[src/rtl/rc4_seq_controller.sv]
// Phase sequencer for the RC4 keystream datapath: S-load, K-load, KSA, PRGA and readout.
// Datapath-facing outputs only move on divider ticks so they are stable across a whole datapath step.
module rc4_seq_controller #(
  parameter int unsigned DIV     = 2,
  parameter int unsigned KSA_MAX = 32,
  parameter int unsigned OUT_LEN = 16
) (
  input  logic       clk,
  input  logic       reset,
  input  logic       start,
  input  logic       eqz3,
  input  logic       eqz4,
  input  logic       eqz5,
  input  logic       rd_req,
  output logic       clk_rst,
  output logic       en_s,
  output logic       en_k,
  output logic       reset1,
  output logic       reset2,
  output logic       reset3,
  output logic       reset4,
  output logic       reset_reg,
  output logic       reset_counter_final,
  output logic       enc,
  output logic       wr_1,
  output logic       rd_1,
  output logic [3:0] add_to_read,
  output logic       busy,
  output logic       out_valid,
  output logic       done,
  output logic       err
);

  localparam int unsigned DIV_W   = (DIV > 1) ? $clog2(DIV) : 1;
  localparam int unsigned CNT_MAX = (KSA_MAX > OUT_LEN) ? KSA_MAX : OUT_LEN;
  localparam int unsigned CNT_W   = $clog2(CNT_MAX + 1);

  typedef enum logic [2:0] {
    S_IDLE, S_LOAD_S, S_LOAD_K, S_KSA, S_PRGA, S_READ, S_DONE
  } state_t;

  typedef enum logic [1:0] {
    RD_IDLE, RD_WAIT, RD_PULSE, RD_HOLD
  } rd_phase_t;

  state_t           state;
  rd_phase_t        rd_phase;
  logic [DIV_W-1:0] div_cnt;
  logic [CNT_W-1:0] step_cnt;
  logic             start_pend;
  logic             tick_c;
  logic             wd_expire_c;
  logic             abort_c;

  assign tick_c      = !clk_rst && (div_cnt == DIV_W'(DIV - 1));
  assign wd_expire_c = (step_cnt == CNT_W'(KSA_MAX));
  // A status flag arriving on the expiry tick takes priority over the watchdog.
  assign abort_c = tick_c && wd_expire_c &&
                   (((state == S_LOAD_S) && !reset1 && !eqz3) ||
                    ((state == S_LOAD_K) && !eqz4) ||
                    ((state == S_KSA)    && !eqz5));

  // Step divider, held cleared while the datapath divider is in reset.
  always_ff @(posedge clk or posedge reset) begin
    if (reset)                 div_cnt <= '0;
    else if (clk_rst || tick_c) div_cnt <= '0;
    else                       div_cnt <= div_cnt + DIV_W'(1);
  end

  always_ff @(posedge clk or posedge reset) begin
    if (reset) begin
      state               <= S_IDLE;
      rd_phase            <= RD_IDLE;
      step_cnt            <= '0;
      start_pend          <= 1'b0;
      clk_rst             <= 1'b1;
      reset1              <= 1'b1;
      reset2              <= 1'b1;
      reset3              <= 1'b1;
      reset4              <= 1'b1;
      reset_reg           <= 1'b1;
      reset_counter_final <= 1'b1;
      en_s                <= 1'b0;
      en_k                <= 1'b0;
      enc                 <= 1'b0;
      wr_1                <= 1'b0;
      rd_1                <= 1'b0;
      add_to_read         <= 4'd0;
      busy                <= 1'b0;
      out_valid           <= 1'b0;
      done                <= 1'b0;
      err                 <= 1'b0;
    end else begin
      out_valid <= 1'b0;
      if (abort_c) begin
        state               <= S_IDLE;
        step_cnt            <= '0;
        err                 <= 1'b1;
        busy                <= 1'b0;
        clk_rst             <= 1'b1;
        reset1              <= 1'b1;
        reset2              <= 1'b1;
        reset3              <= 1'b1;
        reset4              <= 1'b1;
        reset_reg           <= 1'b1;
        reset_counter_final <= 1'b1;
        en_s                <= 1'b0;
        en_k                <= 1'b0;
      end else begin
        case (state)
          S_IDLE: begin
            if (start) begin
              state    <= S_LOAD_S;
              clk_rst  <= 1'b0;
              busy     <= 1'b1;
              err      <= 1'b0;
              done     <= 1'b0;
              step_cnt <= '0;
            end
          end
          S_LOAD_S: begin
            if (tick_c) begin
              // First step after entry releases the load counters.
              if (reset1) begin
                reset1   <= 1'b0;
                reset2   <= 1'b0;
                en_s     <= 1'b1;
                step_cnt <= step_cnt + CNT_W'(1);
              end else if (eqz3) begin
                en_s     <= 1'b0;
                en_k     <= 1'b1;
                reset1   <= 1'b1;
                state    <= S_LOAD_K;
                step_cnt <= '0;
              end else begin
                step_cnt <= step_cnt + CNT_W'(1);
              end
            end
          end
          S_LOAD_K: begin
            if (tick_c) begin
              reset1 <= 1'b0;
              if (eqz4) begin
                en_k     <= 1'b0;
                reset3   <= 1'b0;
                reset1   <= 1'b1;
                state    <= S_KSA;
                step_cnt <= '0;
              end else begin
                step_cnt <= step_cnt + CNT_W'(1);
              end
            end
          end
          S_KSA: begin
            if (tick_c) begin
              reset1 <= 1'b0;
              if (eqz5) begin
                reset4              <= 1'b0;
                reset_reg           <= 1'b0;
                reset_counter_final <= 1'b0;
                enc                 <= 1'b1;
                wr_1                <= 1'b1;
                state               <= S_PRGA;
                step_cnt            <= '0;
              end else begin
                step_cnt <= step_cnt + CNT_W'(1);
              end
            end
          end
          S_PRGA: begin
            if (tick_c) begin
              if (step_cnt == CNT_W'(OUT_LEN - 1)) begin
                enc                 <= 1'b0;
                wr_1                <= 1'b0;
                reset_counter_final <= 1'b1;
                rd_1                <= 1'b1;
                add_to_read         <= 4'd0;
                rd_phase            <= RD_IDLE;
                state               <= S_READ;
                step_cnt            <= '0;
              end else begin
                step_cnt <= step_cnt + CNT_W'(1);
              end
            end
          end
          S_READ: begin
            // One outstanding read; requests during a pending read are dropped.
            case (rd_phase)
              RD_IDLE:  if (rd_req) rd_phase <= RD_WAIT;
              RD_WAIT:  if (tick_c) rd_phase <= RD_PULSE;
              RD_PULSE: begin
                out_valid <= 1'b1;
                rd_phase  <= RD_HOLD;
              end
              RD_HOLD: begin
                if (tick_c) begin
                  if (add_to_read == 4'(OUT_LEN - 1)) begin
                    state    <= S_DONE;
                    done     <= 1'b1;
                    busy     <= 1'b0;
                    rd_1     <= 1'b0;
                    rd_phase <= RD_IDLE;
                  end else begin
                    add_to_read <= add_to_read + 4'd1;
                    rd_phase    <= rd_req ? RD_WAIT : RD_IDLE;
                  end
                end
              end
              default: rd_phase <= RD_IDLE;
            endcase
          end
          S_DONE: begin
            // Restart is held until a tick so the reset pulse spans one full step.
            if ((start || start_pend) && tick_c) begin
              start_pend          <= 1'b0;
              reset1              <= 1'b1;
              reset2              <= 1'b1;
              reset3              <= 1'b1;
              reset4              <= 1'b1;
              reset_reg           <= 1'b1;
              reset_counter_final <= 1'b1;
              done                <= 1'b0;
              err                 <= 1'b0;
              busy                <= 1'b1;
              step_cnt            <= '0;
              state               <= S_LOAD_S;
            end else if (start) begin
              start_pend <= 1'b1;
            end
          end
          default: state <= S_IDLE;
        endcase
      end
    end
  end

endmodule

[config.mk]
export PLATFORM = sky130hd
export DESIGN_NAME = rc4_seq_controller
export DESIGN_NICKNAME = d
export VERILOG_FILES = /design/src/rtl/rc4_seq_controller.sv
export SDC_FILE = /design/constraint.sdc
export NUM_CORES = 1
export LEC_CHECK = 0
export BUFFER_PORTS_ARGS = -buffer_cell sky130_fd_sc_hd__buf_4
export CORE_MARGIN = 3
export CORE_UTILIZATION = 25
export DETAILED_ROUTE_END_ITERATION = 8
export GPL_TIMING_DRIVEN = 0
export PLACE_DENSITY_LB_ADDON = 0.08
export SLEW_MARGIN = 30
export SYNTH_ARGS = -nofsm -noshare
export SYNTH_HDL_FRONTEND = slang
export SYNTH_SLANG_ARGS = --single-unit
[constraint.sdc]
create_clock -name clk -period 2.6 [get_ports clk]
set_input_delay 0.26 -clock clk [delete_from_list [all_inputs] [get_ports clk]]
set_output_delay 0.26 -clock clk [all_outputs]
set_load 0.05 [all_outputs]
==> results.toml, run 1 <==
[placed_design]
place_inst = 352
finalWeightedCongestion = 0.810
dpl_cell_area_um2 = 2370
port_buffers = 26
hpwl_um = 4380

[logic_synthesis]
yosysMostFrequentCell = "dfrtp_1"
yosys.cell_types.count = 65
syn_nets = 238
synth_top_flop_cell = "dfrtp_1"
syn-instance-count = 224
yosysTopAreaCell = "dfrtp_1"
synth_edf_count = 0
yosys-top-cells-area = "dfrtp_1 31%, dfstp_2 7.7%, ha_1 4.3%"
netlist.area_leader.share_pct = 30.5
ys_ff_latch = 31
avgSynthCellArea_um2 = 9.15
yosysSeqAreaShare_pct = 38.2
netlist_area_um2 = 2050
synthArstFlopShare_pct = 100
ys_top_cells_by_count = "25 x dfrtp_1, 18 x nand2_1, 15 x nor2_1"
yosys_warnings = 0

[sta]
setup_viol = 0
fin_setup_tns_ns = 0
relSlewSlack_pct = 53.5
tightest_slew_ns = 0.697
grt_setup_unrepaired = "no"
min_period_over_period_pct = 80.5
finalClockSkew_ns = 0.00468
period_needed_ns = 2.09
finalHoldViolations = 0
slew_viol_final = 0
max_freq_mhz = 478

[pwr]
ir_worst_vdd_v = 0.000469
power.density_nw_per_um2 = 1440
power.leakage_nw = 1.13

[clock_network]
cts.path.max_buffers = 2
h-tree-depth = 2
cts_resized = 0
root_buffer = "clkbuf_8"
cts_sinks = 31
clkTransAtPathRegs_ns = 0.07
tritoncts = "built"
holdBufCountCts = 0
cts_buffers = 5
clock_latency_ns = 0.28
cts_setup_buffers = 0

[critical_path]
cp_max_fo = 10
startpoint_type = "flip-flop"
cp.arrival_ns = 2.24
crit_type = "reg -> reg"
setup.worst_path.end = "state[0]$_DFFE_PP0P_"
required_ns = 2.75
reg2reg_depth = 6
reg2reg_from = "state[2]$_DFFE_PP0P_"
crit_start = "state[2]$_DFFE_PP0P_"
r2r_setup_slack_ns = 0.51
r2r-end = "state[0]$_DFFE_PP0P_"
end_kind = "flip-flop"

[route]
drtIter0Drc = 91
wl_um = 6030
drtPass1Iterations = 4
drc_errors = 0
wl_per_cell_um = 16.8
routed_via_density = 5.01
antenna_left = 0
vias = 1805

[final_layout]
top_register = "step_cnt"
largest_reg_flops = 6
drive_gt1_share_pct = 27.1
antenna_cells = 0
nNetsFinal = 271
syn2layout_area_growth_pct = 20.6
final_cell_area_um2 = 2470
stdcell_count = 360
reg.largest.list = "step_cnt x6, add_to_read x4, state x3"

[die]
num_io_pins = 27
fp.dieH_um = 96.6
die_x_um = 96.6
num_rows = 32
start_util_pct = 26.1
die-area_um2 = 9330
fp.coreArea_um2 = 7850

[grt]
grt_max_degree = 32
grt_overflow = 0
grt_util_all_layers_pct = 13.9
grt_pass1_wl_um = 9780
grt_pass1_vias = 1798
antenna_found_initial = 0

[worst_hold_path]
hp-class = "in -> async"

[outcome]
status = "completed"

[flow_run]
max_cap_violations = 0
[area by class of cell]
| type | instances | area [um^2] |
|---|---|---|
| fill | 866 | 5370 |
| multi-input combinational | 166 | 1130 |
| sequential | 31 | 783 |
| timing repair buffer | 26 | 195 |
| tap | 102 | 128 |
| clock buffer | 8 | 100 |
| buffer | 13 | 81.3 |
| inverter | 14 | 52.6 |
[worst max-delay path: stages (launching register included)]
cell,delay (ns)
dfrtp_1,0.38
buf_2,0.19
nor2b_1,0.35
a32o_2,0.30
nand2_1,0.18
a2111oi_0,0.40
o22ai_1,0.15
[worst min-delay path by stage]
stage | from | cells after the start | end | slack, ns
after global placement | rd_1$_DFFE_PP0P_ | 1 | rd_1$_DFFE_PP0P_ | 0.48
final | reset | 2 | rd_1$_DFFE_PP0P_ | 0.09
after detailed placement | reset | 2 | rd_1$_DFFE_PP0P_ | 0.44
after CTS | reset | 2 | step_cnt[2]$_DFFE_PP0P_ | 0.13
after floorplan | reset | 1 | add_to_read[0]$_DFFE_PP0P_ | 0.36
after global routing | reset | 2 | rd_1$_DFFE_PP0P_ | 0.15
[routing by layer]
layer | up-vias | wire (um) | GRT usage, % | share of wire, %
li1 | 899 | - | - | -
met1 | 864 | 3240 | 20.9 | 54
met2 | 40 | 2590 | 20.4 | 43
met3 | 2 | 184 | 2.87 | 3.0
met4 | 0 | 25 | 2.80 | 0.41
met5 | - | 0 | 0 | 0
[placed cells by master (no fill, tap or decap), types with 7 or more instances in the layout]
cell and instances:
inv_1 13, nor2_1 15, clkbuf_8 7, a21oi_1 12
buf_4 31, nand3_1 7, o21ai_0 14, dfrtp_1 25
ha_1 7, nand2_1 18
[report_power, final]
part | internal [mW] | switching (mW)
registers | 0.705 | 0.189
logic | 0.820 | 1.41
clock network | 0.242 | 0.189
[kinds of logic after synthesis]
group	Yosys count	synth area share (%)
flops	31	38.2
xor+xnor	2	0.854
compound gates	70	24.2
fa+ha+maj	7	4.27
simple gates	85	24.9
mux	2	1.04
buf+inv	27	6.53
[stage by stage]
stage,total power [mW],setup WS (ns),hold WS (ns),utilization (%)
2_1_floorplan,2.52,0.623,0.359,-
3_3_place_gp,3.14,0.483,0.480,30.2
3_5_place_dp,3.13,0.497,0.442,30.2
4_1_cts,3.58,0.481,0.133,31.5
5_1_grt,3.85,0.344,0.154,31.5
6_report,3.55,0.507,0.0883,31.5
Power figures use the tool's default switching activity.
==> inputs of run 2 (changes only) <==
- ABC_AREA: default -> 1
- clock period: 2.6 -> 1.9 ns (I/O delays scaled with it)
==> results.toml, run 2 <==
[pwr]
power.leakage_nw = 1.34
power.density_nw_per_um2 = 1640
seq_power_share_pct = 24.7
p_sw_mw = 2.14
power_frac_comb_pct = 58.8
internal_power_mw = 2.14
power_frac_clock_pct = 16.5
ir_worst_vdd_v = 0.000716
swShare_pct = 50.1

[clock_network]
cts_buffers = 5
cts_sinks = 31
clkTransAtPathRegs_ns = 0.08
clock_latency_ns = 0.29
cts.path.max_buffers = 2
root_buffer = "clkbuf_8"
holdBufCountCts = 0
h-tree-depth = 2
tritoncts = "built"

[critical_path]
required_ns = 2.08
reg2reg_from = "clk_rst$_DFFE_PP1P_"
crit_start = "clk_rst$_DFFE_PP1P_"
startpoint_type = "flip-flop"
cp.arrival_ns = 1.92
r2r-end = "state[2]$_DFFE_PP0P_"
reg2reg_depth = 9
end_kind = "flip-flop"
cp_max_fo = 5
r2r_setup_slack_ns = 0.16
crit_type = "reg -> reg"
setup.worst_path.end = "state[2]$_DFFE_PP0P_"

[sta]
period_needed_ns = 1.74
finalClockSkew_ns = 0.00739
min_period_over_period_pct = 91.7
relSlewSlack_pct = 53.1
grt_setup_unrepaired = "no"
holdWs_ns = 0.0115
fin_setup_tns_ns = 0
finalHoldViolations = 0
max_freq_mhz = 574
setup_viol = 0
tightest_slew_ns = 0.703
slew_viol_final = 0

[final_layout]
drive_gt1_share_pct = 27.2
syn2layout_area_growth_pct = 23.9
reg.largest.list = "step_cnt x6, add_to_read x4, state x3"
largest_reg_flops = 6
mostFrequentLayoutCells = "82 x nand2_1, 33 x buf_4, 32 x nor2_1"
final_common_cell = "nand2_1"
nNetsFinal = 344
stdcell_count = 433
filler_cell_count = 862
final_core_util_pct = 32.8
top_register = "step_cnt"
antenna_cells = 0
final_cell_area_um2 = 2600

[logic_synthesis]
yosysSeqAreaShare_pct = 37.3
yosysTopAreaCell = "dfrtp_1"
syn-instance-count = 292
synth_top_flop_cell = "dfrtp_1"
synthArstFlopShare_pct = 100
avgSynthCellArea_um2 = 7.19
yosysMostFrequentCell = "nand2_1"
synth_edf_count = 0
yosys_warnings = 0
syn_nets = 306
yosys-top-cells-area = "dfrtp_1 30%, nand2_1 15%, dfstp_2 7.5%"
netlist.area_leader.share_pct = 29.8
ys_ff_latch = 31
yosys.cell_types.count = 28
netlist_area_um2 = 2100
ys_top_cells_by_count = "82 x nand2_1, 34 x nor2_1, 27 x nand3_1"

[route]
drc_errors = 0
wl_um = 5570
routed_via_density = 4.43
antenna_left = 0
vias = 1917
drtIter0Drc = 121
drtPass1Iterations = 5
wl_per_cell_um = 12.9

[die]
num_io_pins = 27
num_rows = 32
fp.dieH_um = 97.7
die_x_um = 97.7
fp.coreArea_um2 = 7930
die-area_um2 = 9540
start_util_pct = 26.5

[outcome]
status = "completed"

[grt]
grt_pass1_wl_um = 9250
grt_util_all_layers_pct = 12.0
grt_overflow = 0
grt_pass1_vias = 1806
antenna_found_initial = 0
grt_max_degree = 32

[worst_hold_path]
hp-class = "in -> async"

[placed_design]
finalWeightedCongestion = 0.809
place_inst = 420
port_buffers = 26
hpwl_um = 4160
dpl_cell_area_um2 = 2420

[flow_run]
max_cap_violations = 0
[run 2: logic make-up (layout without fill, tap and decap cells)]
group	count (synthesis)	after routing	synth area share [%]
AO/OA/AOI/OAI	37	37	10.0
XOR/XNOR	1	1	0.417
adder cells (fa/ha/maj)	7	7	4.17
buffers and inverters	39	78	8.75
flip-flops	31	31	37.3
AND/OR/NAND/NOR	177	177	39.4
[run 2: worst min-delay path by stage]
stage | slack [ns] | end | from
global placement | 0.45 | reset2$_DFFE_PP1P_ | reset2$_DFFE_PP1P_
detailed placement | 0.37 | wr_1$_DFFE_PP0P_ | reset
global route | 0.08 | out_valid$_DFF_PP0_ | reset
floorplan | 0.29 | add_to_read[0]$_DFFE_PP0P_ | reset
finish | 0.01 | out_valid$_DFF_PP0_ | reset
CTS | 0.04 | out_valid$_DFF_PP0_ | reset
[run 2: layer usage]
metal / GRT usage [%] / wire, um
met1: 17.1 / 2860
met5: 0 / 0
met3: 2.66 / 201
met4: 3.51 / 68
met2: 18.1 / 2440
[run 2: layout make-up]
type,instances,area (um^2),area share [%]
multi-input combinational,222,1150,44.4
sequential,31,783,30.1
timing repair buffer,31,233,8.94
tap,102,128,4.90
inverter,33,126,4.86
clock buffer,6,82.6,3.17
buffer,6,60.1,2.31
clock inverter,2,35.0,1.35
[run 2: metrics by stage]
| step | setup slack, ns | total power [mW] |
|---|---|---|
| floorplan | 0.0368 | 2.94 |
| global placement | 0.0753 | 3.57 |
| detailed placement | 0.105 | 3.55 |
| CTS | 0.0828 | 4.28 |
| global route | 0.0153 | 4.63 |
| finish | 0.157 | 4.28 |
[run 2: critical path, cell delays in order, from the launching register on]
cell     delay [ns]
dfstp_2        0.39
buf_4          0.13
nor2_2         0.29
a21oi_1        0.14
nand2_1        0.17
nand3_1        0.13
nor2_2         0.16
nand2_1        0.11
nand2_1        0.07
nand2_1        0.05
[run 2: timing repair]
item | in CTS | in global routing
gates resized for setup | 0 | 6
setup endpoints to repair | 0 | 10
buffers inserted | 0 | 5
[run 2: power groups by stage]
stage	clock network, mW	registers [mW]	logic, mW
6_report	0.704	1.06	2.51
5_1_grt	0.757	1.09	2.78
4_1_cts	0.733	1.06	2.49
3_5_place_dp	0	1.07	2.48
3_3_place_gp	0	1.07	2.50
2_1_floorplan	0	1.50	1.45
==> inputs of run 3 (changes only) <==
- CORE_MARGIN: 3 -> 8
==> results.toml, run 3 (synthesized netlist as in run 2, its figures left out) <==
[die]
num_io_pins = 27
die-area_um2 = 11600
fp.dieH_um = 108
die_x_um = 108
fp.coreArea_um2 = 8180
num_rows = 33
start_util_pct = 25.7

[grt]
grt_max_degree = 32
gr-usage-met2_pct = 16.2
grt_pass1_wl_um = 9830
antenna_found_initial = 0
grt_pass1_vias = 1941
grt_util_all_layers_pct = 10.6
grt_use_met3_pct = 2.69
grt_overflow = 0
grt_busiest_layer = "met2"
grt_use_met1_pct = 14.3

[sta]
relSlewSlack_pct = 52.5
slew_viol_final = 0
finalHoldViolations = 0
finalClockSkew_ns = 0.00932
period_needed_ns = 1.75
tightest_slew_ns = 0.712
max_freq_mhz = 572
min_period_over_period_pct = 92.0
grt_setup_unrepaired = "yes"
setup_viol = 0

[final_layout]
nNetsFinal = 340
syn2layout_area_growth_pct = 21.1
drive_gt1_share_pct = 26.3
final_core_util_pct = 31.1
antenna_cells = 0
mostFrequentLayoutCells = "82 x nand2_1, 32 x nor2_1, 29 x buf_4"
final_common_cell = "nand2_1"
reg.largest.list = "step_cnt x6, add_to_read x4, state x3"
top_register = "step_cnt"
largest_reg_flops = 6
stdcell_count = 432

[route]
drc_errors = 0
antenna_left = 0
drtPass1Iterations = 4
wl_um = 5840
drtIter0Drc = 90
wl_per_cell_um = 13.5
vias = 1925
routed_via_density = 4.46

[critical_path]
critPathSlowestCell = "dfstp_2"
cp_max_fo = 7
cp_num_buf_inv = 3
critical_path.most_common_cell = "nand2_1"
cp.depth = 11
reg2reg_from = "clk_rst$_DFFE_PP1P_"
path_cells = "inv_1 > nand2_4 > nor2_1 > nand2_1 > inv_1 > nand2_4 > inv_2 > nor2_4 > nand2_2 > nand2_1 > nand2_1"
startpoint_type = "flip-flop"
cp.arrival_ns = 1.93
required_ns = 2.09
r2r_setup_slack_ns = 0.15
cp_top_family = "simple AND/OR/NAND/NOR gates"
crit_type = "reg -> reg"
end_kind = "flip-flop"
crit_start = "clk_rst$_DFFE_PP1P_"
reg2reg_depth = 11
cp_slowest_stage_delay_ns = 0.53

[clock_network]
h-tree-depth = 2
cts.path.max_buffers = 2
cts_sinks = 31
tritoncts = "built"
clock_latency_ns = 0.29
cts_buffers = 5
root_buffer = "clkbuf_8"
holdBufCountCts = 0
clkTransAtPathRegs_ns = 0.08

[outcome]
status = "completed"

[pwr]
ir_worst_vdd_v = 0.000395
power.leakage_nw = 1.31
power.density_nw_per_um2 = 1610

[placed_design]
finalWeightedCongestion = 0.776
port_buffers = 26
hpwl_um = 4360
place_inst = 423

[worst_hold_path]
hp-class = "in -> async"

[flow_run]
max_cap_violations = 0
run 3: changes by cell type in the layout (fill, tap and decap cells not counted), sizes merged:
cell    delta
buf        -4
clkbuf     -1
clkinv     +2
bufinv     -1
run 3: final timing paths:
path	end
min in group clk	reset3$_DFFE_PP1P_
setup reg to reg	add_to_read[1]$_DFFE_PP0P_
hold / removal	step_cnt[4]$_DFFE_PP0P_
max in group asynchronous	div_cnt$_DFF_PP0_
hold reg to reg	reset_counter_final$_DFFE_PP1P_
setup / recovery	add_to_read[1]$_DFFE_PP0P_
run 3: final cells by class:
cell class	count	area, um^2
Tap cell	105	131
Timing Repair Buffer	27	203
Clock inverter	3	15.0
Sequential cell	31	783
Multi-Input combinational cell	222	1160
Clock buffer	5	68.8
Inverter	33	124
Fill cell	923	5630
Buffer	6	60.1
run 3: worst reg2reg max path: cells and delay by family, from the launching register on:
kind | cells | cell delay (ns)
simple gates | 8 | 0.89
buf+inv | 3 | 0.24
flops | 1 | 0.53
run 3: per-layer routing:
| layer | vias to the layer above | share of wire, % |
|---|---|---|
| met3 | 5 | 4.3 |
| met4 | 0 | 0.91 |
| met1 | 894 | 50 |
| met2 | 27 | 45 |
| met5 | - | 0 |
| li1 | 999 | - |
run 3: power by group:
group          total (mW)  internal (mW)  switching [mW]
logic                2.52          0.785            1.73
registers            1.06          0.907           0.150
clock network       0.531          0.251           0.280
total                4.10           1.94            2.16
run 3: per-stage QoR:
step / power, mW / hold slack (ns) / instance area (um^2) / setup TNS [ns] / setup slack (ns)
2_1_floorplan: 2.94 / 0.289 / 2100 / 0 / 0.0368
3_3_place_gp: 3.58 / 0.456 / 2430 / 0 / 0.0461
3_5_place_dp: 3.58 / 0.379 / 2430 / 0 / 0.0669
4_1_cts: 4.13 / 0.0589 / 2510 / 0 / 0.0645
5_1_grt: 4.48 / 0.0895 / 2540 / -0.0178 / -0.00917
6_report: 4.10 / 0.0175 / 2540 / 0 / 0.153
run 3: repair_timing:
| action | CTS | global route |
|---|---|---|
| resized for setup | 0 | 6 |
| hold endpoints to repair | 0 | 0 |
| setup buffers | 0 | 1 |
| setup endpoints to repair | 0 | 10 |
